$ cat config.mk
export PLATFORM = sky130hd
export DESIGN_NAME = cp0_irq_timer
export DESIGN_NICKNAME = d
export VERILOG_FILES = /design/src/rtl/cp0_pkg.sv /design/src/rtl/cp0_count_timer.sv /design/src/rtl/cp0_irq_timer.sv
export SDC_FILE = /design/constraint.sdc
export NUM_CORES = 1
export LEC_CHECK = 0
export CAP_MARGIN = 40
export CORE_ASPECT_RATIO = 0.75
export CORE_MARGIN = 1.5
export CORE_UTILIZATION = 40
export DETAILED_ROUTE_END_ITERATION = 6
export GPL_TIMING_DRIVEN = 0
export PLACE_DENSITY = 0.7
export SKIP_CTS_REPAIR_TIMING = 1
export SLEW_MARGIN = 25
export SYNTH_ARGS = -nofsm -noshare
export SYNTH_HDL_FRONTEND = slang
export SYNTH_SLANG_ARGS = --single-unit
$ cat constraint.sdc
create_clock -name clk -period 3.7 [get_ports clk]
set_input_delay 0.74 -clock clk [delete_from_list [all_inputs] [get_ports clk]]
set_output_delay 0.74 -clock clk [all_outputs]
set_load 0.005 [all_outputs]
$ cat src/rtl/cp0_pkg.sv
// CP0 register indices, SR/Cause bit positions and the interrupt ExcCode shared by the CP0 block.
// Definitions only: no latency, no flow control.
package cp0_pkg;

  localparam logic [4:0] REG_COUNT   = 5'd9;
  localparam logic [4:0] REG_COMPARE = 5'd11;
  localparam logic [4:0] REG_SR      = 5'd12;
  localparam logic [4:0] REG_CAUSE   = 5'd13;
  localparam logic [4:0] REG_EPC     = 5'd14;
  localparam logic [4:0] REG_PRID    = 5'd15;

  localparam int SR_IE        = 0;
  localparam int SR_EXL       = 1;
  localparam int SR_IM_LO     = 10;
  localparam int CAUSE_EXC_LO = 2;
  localparam int CAUSE_IP_LO  = 10;
  localparam int CAUSE_TI     = 30;
  localparam int CAUSE_BD     = 31;

  localparam logic [4:0] EXC_INT = 5'd0;

endpackage

$ cat src/rtl/cp0_count_timer.sv
// Interval timer (built only with CP0_TIMER_EN): prescaled Count, Compare and the sticky TI match flag.
// Updates land one cycle after the edge that triggers them; never stalls.
`ifdef CP0_TIMER_EN
module cp0_count_timer
  import cp0_pkg::*;
#(
  parameter int COUNT_DIV = 2
) (
  input  logic        clk,
  input  logic        reset,
  input  logic        count_we,
  input  logic        compare_we,
  input  logic [31:0] wd,
  output logic [31:0] count,
  output logic [31:0] compare,
  output logic        ti
);

  localparam int            PW       = (COUNT_DIV > 1) ? $clog2(COUNT_DIV) : 1;
  localparam logic [PW-1:0] PRE_LAST = PW'(COUNT_DIV - 1);

  logic [PW-1:0] pre;
  logic          wrap;
  logic [31:0]   count_inc;

  assign wrap      = (pre == PRE_LAST);
  assign count_inc = count + 32'd1;

  always_ff @(posedge clk) begin
    if (reset) begin
      pre     <= '0;
      count   <= '0;
      compare <= 32'hFFFF_FFFF;
      ti      <= 1'b0;
    end else begin
      if (count_we) begin
        count <= wd;
        pre   <= '0;
      end else if (wrap) begin
        count <= count_inc;
        pre   <= '0;
      end else begin
        pre <= pre + PW'(1);
      end

      if (compare_we)
        compare <= wd;

      // A Compare write beats a same-cycle match, so TI stays clear.
      if (compare_we)
        ti <= 1'b0;
      else if (!count_we && wrap && (count_inc == compare))
        ti <= 1'b1;
    end
  end

endmodule
`endif

$ cat src/rtl/cp0_irq_timer.sv
// MIPS CP0 beside the M stage: SR/Cause/EPC/PrID, exception vs interrupt arbitration; timer under CP0_TIMER_EN.
// int_req, epc and rd are combinational (zero latency); state updates next cycle; no backpressure.
module cp0_irq_timer
  import cp0_pkg::*;
#(
  parameter int          N_HWINT    = 5,
  parameter logic [31:0] PRID_VALUE = 32'h0000_0207,
  parameter int          COUNT_DIV  = 2
) (
  input  logic               clk,
  input  logic               reset,
  input  logic               we,
  input  logic [4:0]         wreg,
  input  logic [31:0]        wd,
  input  logic [4:0]         rreg,
  output logic [31:0]        rd,
  input  logic [4:0]         exc_code,
  input  logic [31:0]        pc,
  input  logic               bd,
  input  logic [N_HWINT-1:0] hw_int,
  input  logic               exl_clr,
  output logic               int_req,
  output logic [31:0]        epc,
  output logic               timer_irq
);

  if (N_HWINT < 1 || N_HWINT > 5 || COUNT_DIV < 1) begin : g_bad_param
    $error("cp0_irq_timer: N_HWINT must be 1..5 and COUNT_DIV >= 1");
  end

  logic [31:0] sr_q;
  logic [31:0] epc_q;
  logic [31:0] cause;
  logic [31:0] count;
  logic [31:0] compare;
  logic        bd_q;
  logic [4:0]  exc_q;
  logic [5:0]  ip_q;
  logic [5:0]  ip_live;
  logic [5:0]  im;
  logic        ti;
  logic        exl;
  logic        ireq;
  logic        ereq;

  assign im  = sr_q[SR_IM_LO +: 6];
  assign exl = sr_q[SR_EXL];

  always_comb begin
    ip_live              = '0;
    ip_live[N_HWINT-1:0] = hw_int;
    ip_live[5]           = ti;
  end

  assign ireq    = (|(ip_live & im)) && sr_q[SR_IE] && !exl;
  assign ereq    = (exc_code != 5'd0) && !exl;
  assign int_req = ireq || ereq;
  assign epc     = int_req ? (bd ? (pc - 32'd4) : pc) : epc_q;

`ifdef CP0_TIMER_EN
  logic count_we;
  logic compare_we;

  // Writes are dropped on the cycle an exception or interrupt is taken.
  assign count_we   = we && !int_req && (wreg == REG_COUNT);
  assign compare_we = we && !int_req && (wreg == REG_COMPARE);

  cp0_count_timer #(
    .COUNT_DIV (COUNT_DIV)
  ) u_count_timer (
    .clk        (clk),
    .reset      (reset),
    .count_we   (count_we),
    .compare_we (compare_we),
    .wd         (wd),
    .count      (count),
    .compare    (compare),
    .ti         (ti)
  );

  assign timer_irq = ti && im[5];
`else
  assign count     = '0;
  assign compare   = '0;
  assign ti        = 1'b0;
  assign timer_irq = 1'b0;
`endif

  always_comb begin
    cause                            = '0;
    cause[CAUSE_BD]                  = bd_q;
    cause[CAUSE_TI]                  = ti;
    cause[CAUSE_IP_LO +: 6]          = ip_q;
    cause[CAUSE_EXC_LO +: 5]         = exc_q;
  end

  always_comb begin
    rd = '0;
    case (rreg)
      REG_COUNT:   rd = count;
      REG_COMPARE: rd = compare;
      REG_SR:      rd = sr_q;
      REG_CAUSE:   rd = cause;
      REG_EPC:     rd = epc_q;
      REG_PRID:    rd = PRID_VALUE;
      default:     rd = '0;
    endcase
  end

  always_ff @(posedge clk) begin
    if (reset) begin
      sr_q  <= '0;
      epc_q <= '0;
      bd_q  <= 1'b0;
      exc_q <= '0;
      ip_q  <= '0;
    end else begin
      ip_q <= ip_live;
      if (int_req) begin
        exc_q        <= ireq ? EXC_INT : exc_code;
        bd_q         <= bd;
        epc_q        <= epc;
        sr_q[SR_EXL] <= 1'b1;
      end else begin
        if (we && wreg == REG_SR)
          sr_q <= wd;
        if (we && wreg == REG_EPC)
          epc_q <= wd;
        // eret wins over a same-cycle SR write for the EXL bit.
        if (exl_clr)
          sr_q[SR_EXL] <= 1'b0;
      end
    end
  end

endmodule
# Word level (Yosys, flattened, before mapping)
# Cells that the tools add are included.
dict set report op_classes {
  n_addsub 1
  n_eq_ne 6
  n_mux 9
  n_bitwise 2
  n_reduce_logical 12
}
# cell n
set ops {}
lappend ops {{32-bit 2-to-1 mux} 4}
lappend ops {{32-bit one-hot mux with 4 select lines} 1}
lappend ops {{32-bit by 3-bit subtractor with 32-bit output (second input constant)} 1}
lappend ops {{5-bit by 4-bit == test with 1-bit output (second input constant)} 6}
lappend ops {{5-bit by 6-bit bitwise AND with 6-bit output} 1}
lappend ops {{6-bit OR reduction} 1}
lappend ops {{1-bit logical AND} 5}
lappend ops {{5-bit 2-to-1 mux} 1}
lappend ops {{5-bit nonzero test} 1}
lappend ops {{3-bit nonzero test} 1}
lappend ops {{1-bit 2-to-1 mux} 2}
lappend ops {{2-bit 2-to-1 mux} 1}
lappend ops {{2-bit AND reduction} 1}
lappend ops {{2-bit nonzero test} 1}
lappend ops {{1-bit logical NOT} 1}
lappend ops {{1-bit logical OR} 1}
lappend ops {{1-bit inverter} 1}
dict set report word_totals {
  register_bits 76
  in_bits 89
  word_cells 37
}

# Logic depth before layout (Yosys ltp)
# Gate-level depths: netlist of the first run.
dict set report logic_depth {
  ltp_word 7
  mapped_depth 7
}

# Worst setup path after synthesis of the first run
# No wires, ideal clock.
dict set report synth_timing {
  path_type {input to output}
  start {input pc[20]}
  end {output epc[31]}
  arrival_ns 2.431
  required_time_ns 2.960
  setup_slack_ns 0.529
  cell_stages 5
  n_path_buf 1
  cell_sequence {or4_1 -> clkbuf_1 -> or4_1 -> or4_4 -> a31oi_1}
}
dict set report synth_via {
  elab_chain_len 3
}
# item line_no
set synth_rtl {}
lappend synth_rtl {{start: declaration} cp0_irq_timer.sv:18} ;# input logic [31:0] pc,
lappend synth_rtl {{32-bit by 3-bit subtractor with 32-bit output} cp0_irq_timer.sv:58} ;# assign epc = int_req ? (bd ? (pc - 32'd4) : pc) : epc_q;
lappend synth_rtl {{32-bit 2-to-1 mux (2 in a row)} cp0_irq_timer.sv:58}
lappend synth_rtl {{end: declaration} cp0_irq_timer.sv:23} ;# output logic [31:0] epc,
# Every way passes these cells.

# Worst setup path after layout of the first run
dict set report layout_timing {
  start {input exc_code[2]}
  end {output epc[24]}
}
dict set report layout_via {
  elab_chain_len 4
}
# item line_no
set layout_rtl {}
lappend layout_rtl {{start: declaration} cp0_irq_timer.sv:17} ;# input logic [4:0] exc_code,
lappend layout_rtl {{5-bit nonzero test} cp0_irq_timer.sv:56} ;# assign ereq = (exc_code != 5'd0) && !exl;
lappend layout_rtl {{1-bit logical AND} cp0_irq_timer.sv:56}
lappend layout_rtl {{1-bit logical OR} cp0_irq_timer.sv:57} ;# assign int_req = ireq || ereq;
lappend layout_rtl {{32-bit 2-to-1 mux} cp0_irq_timer.sv:58}
# Every way passes these cells.

==> results of run 1 <==
-- through the flow --
step	utilization	total power, W	cells	cell area (µm²)	hold WS [ns]
final	0.6350	0.002435	984	7841	0.4754
after global routing	0.6350	0.002502	984	7841	0.4927
after CTS	0.5760	0.002362	951	7113	0.4751
after detailed placement	0.5515	0.001476	936	6810	0.4623
after global placement	0.5511	0.001469	935	6805	0.4577
after floorplan	-	0.001155	620	5106	0.4434
-- per-layer routing --
layer  share of wire  vias up  track usage  routed length, µm
met3           0.086       24      0.04776               1771
met4           0.012        0      0.05686                245
met2            0.42      307       0.4113               8597
met1            0.48     2867       0.4416               9885
met5               0        -            0                  0
li1                -     2751            -                  -
-- sequential cells by signal (all words and copies together) (netlist names) --
signal / flops
bd_q: 1
epc_q: 32
exc_q: 5
ip_q: 5
sr_q: 32
-- cells in the mapped netlist (all sizes together), types with 2 or more instances --
cell type | number | share of area
clkbuf | 44 | 0.032
or4b | 2 | 0.0047
a311oi | 2 | 0.0034
a31oi | 31 | 0.038
inv | 6 | 0.0044
nor2b | 5 | 0.0061
o31ai | 30 | 0.044
or4 | 16 | 0.026
or3 | 8 | 0.010
a211oi | 13 | 0.019
nor2 | 36 | 0.028
a22oi | 11 | 0.016
nor4b | 2 | 0.0034
dfxtp | 75 | 0.29
a2111oi | 7 | 0.012
nand2 | 21 | 0.015
mux2 | 3 | 0.0066
nand4bb | 2 | 0.0044
buf | 17 | 0.016
mux2i | 61 | 0.12
nand4 | 22 | 0.027
nor4 | 5 | 0.013
nand2b | 64 | 0.078
nand3 | 4 | 0.0039
xnor2 | 7 | 0.012
a41o | 18 | 0.035
nor3 | 35 | 0.034
o31a | 7 | 0.012
a21oi | 26 | 0.025
o21ai | 19 | 0.019
xor2 | 6 | 0.010
-- cell families after synthesis --
group | Yosys count | share of synthesized area
other cells | 1 | 0.0007344
fa+ha+maj | 1 | 0.002450
mux | 64 | 0.1262
xor+xnor | 13 | 0.02230
simple gates | 228 | 0.2656
compound gates | 170 | 0.2347
buf+inv | 68 | 0.05391
flops | 75 | 0.2940
-- final cells by class --
cell class / count / area (µm²)
plain buffers: 56 / 311.5
flip-flops and latches: 75 / 1501
clock inverters: 4 / 50.05
clock buffers: 11 / 252.7
multi-input cells: 478 / 3646
fillers: 1024 / 4508
repair buffers: 187 / 1841
inverters: 7 / 31.28
well taps: 166 / 207.7
-- path summary, 6_finish.rpt --
kind,slack [ns],depth (start not counted),to
hold reg to reg,0.48,2,sr_q[19]$_SDFFE_PP0P_
hold / removal,0.48,2,sr_q[19]$_SDFFE_PP0P_
setup reg to reg,1.50,8,sr_q[10]$_SDFFE_PP0P_
setup / recovery,-0.10,10,epc[24]
-- power by group --
group | total [W] | switching [W] | internal (W)
clock | 0.000900 | 0.000347 | 0.000554
sequential | 0.000908 | 0.0000566 | 0.000851
combinational | 0.000627 | 0.000308 | 0.000319
total | 0.00244 | 0.000712 | 0.00172
-- worst register-to-register path, stage by stage (launching register included) --
cell,delay [ns]
dfxtp_1,0.34
a222oi_1,0.34
buf_4,0.19
a311oi_4,0.11
buf_6,0.17
buf_4,0.13
nor4_4,0.32
buf_4,0.30
mux2i_1,0.24
==> flow_summary_export.csv, run 1 <==
group,metric,value,unit
critical_path,timing.critical_path.buf_inv,6,
critical_path,path_cells,"clkdlybuf4s50_1 > or4_4 > o21ba_4 > nor2_4 > clkinv_4 > buf_4 > buf_8 > buf_4 > a31oi_4 > clkbuf_2",
final_layout,mostFrequentLayoutCell,"clkdlybuf4s50_1",
min_path,hold_start,"sr_q[19]$_SDFFE_PP0P_",
critical_path,start_kind,"primary input",
global_route,antenna_found_initial,0,
placed_design,numPortBuffers,149,
sta,period_minus_slack,3.800,ns
placed_design,routabilityCongestion,0.8880,
cts,path_clk_slew,0.06,ns
critical_path,worst_path_largest_cell_delay,0.56,ns
cts,cts_sinks,75,
synthesis,synth.avg_cell_area,8.236,µm²
global_route,grt_max_degree,13,
final_layout,layout_common_cells,"96 x clkdlybuf4s50_1, 75 x dfxtp_1, 64 x nand2b_1",
cts,clk_latency,0.34,ns
synthesis,synthCells,620,
critical_path,crit_path_frequent_cell,"buf_4",
synthesis,synthFlopType,"dfxtp_1",
floorplanning,die_w,133.5,µm
min_path,hp-class,"reg -> reg",
synthesis,synth_area,5106,µm²
synthesis,synth_cell_types,56,
placed_design,place_ws,-0.7818,ns
sta,setup_violations,8,
pwr,p_per_area,310.6,nW/µm²
drt,drt_first_pass_iters,5,
drt,drc,0,
final_layout,syn_to_final_growth,53.57,%
critical_path,critPathCaptureType,"output port",
synthesis,yosysSeqAreaShare,0.2940,
run_status,status,"finished, violations left",
cts,cts_max_level,3,
global_route,grtUsageTotal,0.2854,
critical_path,crit_family,"buffers and inverters",
critical_path,crit_start,"exc_code[2]",
sta,fmax,263.2,MHz
drt,num_vias,5949,
sta,timing.final.crit_share,1.027,
sta,hold_viol,0,
critical_path,worstSetupPathType,"in -> out",
run_status,violations,"setup timing",
critical_path,reg2reg_from,"sr_q[11]$_SDFFE_PP0P_",
pwr,p_leak,3.000,nW
global_route,grt_pass1_wl,29.48,mm
floorplanning,fp.dieH,100.8,µm
floorplanning,start_util,0.4135,
pwr,vdd_drop_max,0.2456,mV
placed_design,post-dp-hpwl,15.48,mm
sta,finalSetupTns,-0.3990,ns
synthesis,synth-edff-count,0,
critical_path,cp.required,2.96,ns
flow_run,drv_cap,0,
drt,routedWlPerCell,20.83,µm
critical_path,slowest_stage,"or4_4",
sta,drv_slew,0,
synthesis,syn_nets,710,
sta,fin_skew,0.007735,ns
global_route,grt_overflow,0,
drt,first_iter_violations,498,
critical_path,cp_max_fo,6,
sta,tightest_slew,0.8164,ns
final_layout,n_antenna_cell,0,
cts,ctsRootBufferMaster,"clkbuf_16",
floorplanning,dieArea,13460,µm²
synthesis,ys_warn_count,0,
cts,cts_tree,"yes",
final_layout,drive_above_1_share,0.1736,
floorplanning,rows,35,
sta,rsz0062_at_grt,"true",
critical_path,arrival,3.06,ns
sta,setup_ws,-0.1000,ns
drt,postRouteAntennaNets,0,
sta,max_slew_margin,0.4417,
cts,clock_path_buffers,2,
final_layout,layout.nets,904,
drt,viasPerCell,6.046,
drt,drt_wl_total,20.50,mm
synthesis,synthArstFlopShare,0,
synthesis,synth_seq_cells,75,
cts,cts-buffers-inserted,9,
floorplanning,coreArea,12350,µm²
floorplanning,io_pins,155,
global_route,grt_pass1_vias,5241,
Power figures use the tool's default switching activity.
==> inputs of run 2 (changes only) <==
Settings changed: CORE_UTILIZATION 40 to 48, PLACE_DENSITY 0.7 to 0.82.
==> flow_summary_export.csv, run 2 (synthesis gave the netlist of run 1 again) <==
group,metric,value,unit
run_status,status,"finished, violations left",
run_status,violations,"DRC, setup timing",
final_layout,n_antenna_cell,0,
cts,cts_max_level,3,
sta,rsz0062_at_grt,"true",
sta,fmax,255.7,MHz
critical_path,path_cells,"clkdlybuf4s50_1 > a222oi_1 > a311oi_1 > buf_4 > nor2_4 > inv_6 > buf_6 > a31oi_1 > clkdlybuf4s50_1",
drt,first_iter_violations,823,
drt,routedWlPerCell,21.46,µm
drt,drt_first_pass_iters,7,
drt,viasPerCell,6.399,
pwr,finalPower,0.002564,W
final_layout,drive_above_1_share,0.1439,
critical_path,slowest_stage,"clkdlybuf4s50_1",
cts,clk_latency,0.34,ns
critical_path,worst_path_largest_cell_delay,0.52,ns
global_route,grt_overflow,0,
floorplanning,coreArea,10330,µm²
critical_path,crit_start,"hw_int[1]",
sta,timing.final.crit_share,1.057,
floorplanning,die_w,122.1,µm
global_route,grt_max_degree,15,
pwr,p_per_area,332.4,nW/µm²
final_layout,syn_to_final_growth,51.07,%
critical_path,start_kind,"primary input",
cts,cts_tree,"yes",
pwr,p_leak,2.966,nW
cts,clock_path_buffers,2,
critical_path,reg2reg_from,"sr_q[11]$_SDFFE_PP0P_",
critical_path,cp_max_fo,10,
pwr,vdd_drop_max,0.2409,mV
min_path,hold_start,"sr_q[20]$_SDFFE_PP0P_",
critical_path,arrival,3.17,ns
drt,drc,2,
final_layout,mostFrequentLayoutCell,"clkdlybuf4s50_1",
min_path,hp-class,"reg -> reg",
sta,setup_ws,-0.2110,ns
critical_path,crit_path_frequent_cell,"clkdlybuf4s50_1",
placed_design,post-dp-hpwl,14.89,mm
sta,drv_slew,0,
critical_path,cp.required,2.96,ns
critical_path,critPathCaptureType,"output port",
global_route,antenna_found_initial,0,
sta,fin_skew,0.008944,ns
floorplanning,io_pins,155,
floorplanning,dieArea,11270,µm²
final_layout,layout_common_cells,"99 x clkdlybuf4s50_1, 75 x dfxtp_1, 64 x nand2b_1",
drt,postRouteAntennaNets,0,
sta,tightest_slew,0.9087,ns
sta,max_slew_margin,0.3785,
sta,setup_violations,5,
final_layout,reg_top3,"epc_q x32, sr_q x32",
placed_design,place_ws,-0.7411,ns
drt,drt_wl_total,20.21,mm
final_layout,layout.nets,891,
floorplanning,fp.dieH,92.32,µm
sta,hold_viol,0,
placed_design,routabilityCongestion,0.9535,
critical_path,worstSetupPathType,"in -> out",
cts,ctsRootBufferMaster,"clkbuf_16",
sta,period_minus_slack,3.911,ns
floorplanning,rows,32,
placed_design,numPortBuffers,149,
cts,cts_sinks,75,
drt,num_vias,6028,
global_route,grtUsageTotal,0.3298,
cts,path_clk_slew,0.06,ns
flow_run,drv_cap,0,
cts,cts-buffers-inserted,9,
global_route,grt_pass1_vias,5348,
global_route,grt_pass1_wl,28.52,mm
floorplanning,start_util,0.4943,
==> run 2: layout make-up <==
cell class | count | area [µm²]
Buffer | 57 | 311.5
Clock buffer | 9 | 225.2
Clock inverter | 7 | 123.9
Fill cell | 734 | 2616
Inverter | 7 | 31.28
Multi-Input combinational cell | 478 | 3567
Sequential cell | 75 | 1501
Tap cell | 136 | 170.2
Timing Repair Buffer | 173 | 1783
==> run 2: power by group <==
group / leakage (nW) / total, W / switching [W] / internal [W]
Clock: 0.167 / 0.00104 / 0.000377 / 0.000665
Combinational: 2.18 / 0.000615 / 0.000304 / 0.000310
Sequential: 0.616 / 0.000906 / 0.0000555 / 0.000851
==> run 2: worst max-delay path: cells and delay by family <==
kind	cells	cell delay (ns)
simple gates	1	0.23
buf+inv	5	1.41
compound gates	3	0.77
==> run 2: metrics by stage <==
stage          utilization  setup TNS [ns]  cell area (µm²)  std cells  hold slack, ns
3_5_place_dp        0.6561          -26.29             6778        907          0.4659
4_1_cts             0.6899          -26.79             7127        923          0.4765
6_report            0.7467         -0.6164             7714        942          0.4755
2_1_floorplan            -               0             5106        620          0.4434
3_3_place_gp        0.6552          -27.22             6768        905          0.4576
5_1_grt             0.7467         -0.9716             7714        942          0.4924
==> run 2: layer usage <==
metal | routed length, µm | vias to the layer above | global-route usage
met5 | 33 | - | 0.02404
met4 | 408 | 2 | 0.08236
met3 | 2392 | 55 | 0.07451
met2 | 8599 | 425 | 0.4864
met1 | 8778 | 2822 | 0.4822
li1 | - | 2724 | -
==> run 2: worst paths after layout <==
kind / to / slack, ns / depth (start not counted)
max: epc[25] / -0.21 / 9
min: sr_q[20]$_SDFFE_PP0P_ / 0.48 / 2
max reg2reg: epc_q[12]$_SDFFE_PP0P_ / 1.36 / 6
min reg2reg: sr_q[20]$_SDFFE_PP0P_ / 0.48 / 2
==> inputs of run 3 (changes only) <==
Settings changed: SKIP_LAST_GASP from default to 1.
==> flow_summary_export.csv, run 3 (synthesis gave the netlist of run 1 again) <==
group,metric,value,unit
run_status,status,"finished, violations left",
run_status,violations,"setup timing",
final_layout,fin_util,0.7432,
cts,ctsRootBufferMaster,"clkbuf_16",
cts,clk_latency,0.34,ns
sta,tightest_slew,0.9535,ns
drt,postRouteAntennaNets,0,
global_route,grtUsageTotal,0.3298,
critical_path,cp_max_fo,10,
placed_design,numPortBuffers,149,
drt,drt_first_pass_iters,5,
drt,routedWlPerCell,21.65,µm
floorplanning,fp.dieH,92.32,µm
floorplanning,start_util,0.4943,
floorplanning,dieArea,11270,µm²
drt,drc,0,
sta,max_slew_margin,0.3479,
critical_path,start_kind,"primary input",
global_route,grt_max_degree,15,
sta,period_minus_slack,3.964,ns
drt,num_vias,6075,
placed_design,place_area,6778,µm²
pwr,p_per_area,334.8,nW/µm²
placed_design,dpl.cell_count,907,
sta,setup_violations,16,
sta,drv_slew,0,
sta,setup_ws,-0.2640,ns
cts,cts_tree,"yes",
sta,rsz0062_at_grt,"true",
global_route,grt_pass1_vias,5348,
cts,clock_path_buffers,2,
drt,drt_wl_total,20.40,mm
placed_design,post-dp-hpwl,14.89,mm
drt,viasPerCell,6.449,
cts,cts_sinks,75,
final_layout,layout_common_cells,"112 x clkdlybuf4s50_1, 75 x dfxtp_1, 64 x nand2b_1",
sta,hold_viol,0,
floorplanning,io_pins,155,
critical_path,crit_path_frequent_cell,"clkdlybuf4s50_1",
cts,cts_max_level,3,
final_layout,layout.nets,891,
cts,cts-buffers-inserted,9,
min_path,hp-class,"reg -> reg",
floorplanning,rows,32,
global_route,grt_pass1_wl,28.52,mm
global_route,antenna_found_initial,0,
flow_run,drv_cap,0,
sta,fin_skew,0.008971,ns
pwr,p_leak,2.845,nW
sta,timing.final.crit_share,1.071,
pwr,vdd_drop_max,0.2426,mV
placed_design,routabilityCongestion,0.9535,
final_layout,drive_above_1_share,0.1439,
final_layout,final_area,7677,µm²
final_layout,syn_to_final_growth,50.36,%
critical_path,cp.required,2.96,ns
final_layout,n_antenna_cell,0,
critical_path,arrival,3.22,ns
cts,path_clk_slew,0.06,ns
sta,finalSetupTns,-3.096,ns
drt,first_iter_violations,848,
critical_path,critPathCaptureType,"output port",
floorplanning,coreArea,10330,µm²
final_layout,reg_top3,"epc_q x32, sr_q x32",
critical_path,path_cells,"clkdlybuf4s50_1 > a222oi_1 > a311oi_1 > buf_4 > nor2_4 > inv_6 > buf_6 > a21oi_2 > clkdlybuf4s50_1",
floorplanning,die_w,122.1,µm
critical_path,worst_path_largest_cell_delay,0.53,ns
critical_path,slowest_stage,"clkdlybuf4s50_1",
global_route,grt_overflow,0,
final_layout,instances_no_fill,942,
critical_path,worstSetupPathType,"in -> out",
sta,fmax,252.3,MHz
pwr,finalPower,0.002570,W
final_layout,mostFrequentLayoutCell,"clkdlybuf4s50_1",
-- run 3: cell count changes in the layout (fill, tap and decap cells not counted) --
cell and delta:
clkdlybuf4s50_1 +13, dlymetal6s2s_1 -13, buf_4 +1, buf_6 -1
-- run 3: stage by stage --
step | setup slack [ns] | hold slack, ns
after floorplan | 0.5290 | 0.4434
after global placement | -0.7378 | 0.4576
after detailed placement | -0.7411 | 0.4659
after CTS | -0.7600 | 0.4765
after global routing | -0.3281 | 0.4924
final | -0.2640 | 0.4759
-- run 3: cell type report --
cell class | instances | area [µm²]
Buffer | 57 | 307.8
Clock buffer | 9 | 225.2
Clock inverter | 7 | 123.9
Fill cell | 753 | 2653
Inverter | 7 | 31.28
Multi-Input combinational cell | 478 | 3567
Sequential cell | 75 | 1501
Tap cell | 136 | 170.2
Timing Repair Buffer | 173 | 1750
-- run 3: critical path, delay by kind of cell --
family                 cells  cell delay (ns)
buffers and inverters      5             1.43
AOI/OAI and AO/OA          3             0.81
and+or+nand+nor            1             0.24
-- run 3: path summary, 6_finish.rpt --
path | cells past startpoint | start | slack, ns | to
worst max-delay path | 9 | hw_int[1] | -0.26 | epc[12]
worst min-delay path | 2 | sr_q[20]$_SDFFE_PP0P_ | 0.48 | sr_q[20]$_SDFFE_PP0P_
worst max register to register | 6 | sr_q[11]$_SDFFE_PP0P_ | 1.32 | epc_q[12]$_SDFFE_PP0P_
worst min register to register | 2 | sr_q[20]$_SDFFE_PP0P_ | 0.48 | sr_q[20]$_SDFFE_PP0P_
-- run 3: power breakdown --
part / switching, W / internal (W)
registers: 0.0000561 / 0.000851
clock network: 0.000379 / 0.000665
logic: 0.000304 / 0.000315
-- run 3: metal layers --
layer | up-vias | share of wire | track usage
li1 | 2728 | - | -
met1 | 2894 | 0.43 | 0.4822
met2 | 406 | 0.43 | 0.4864
met3 | 45 | 0.12 | 0.07451
met4 | 2 | 0.019 | 0.08236
met5 | - | 0.0016 | 0.02404
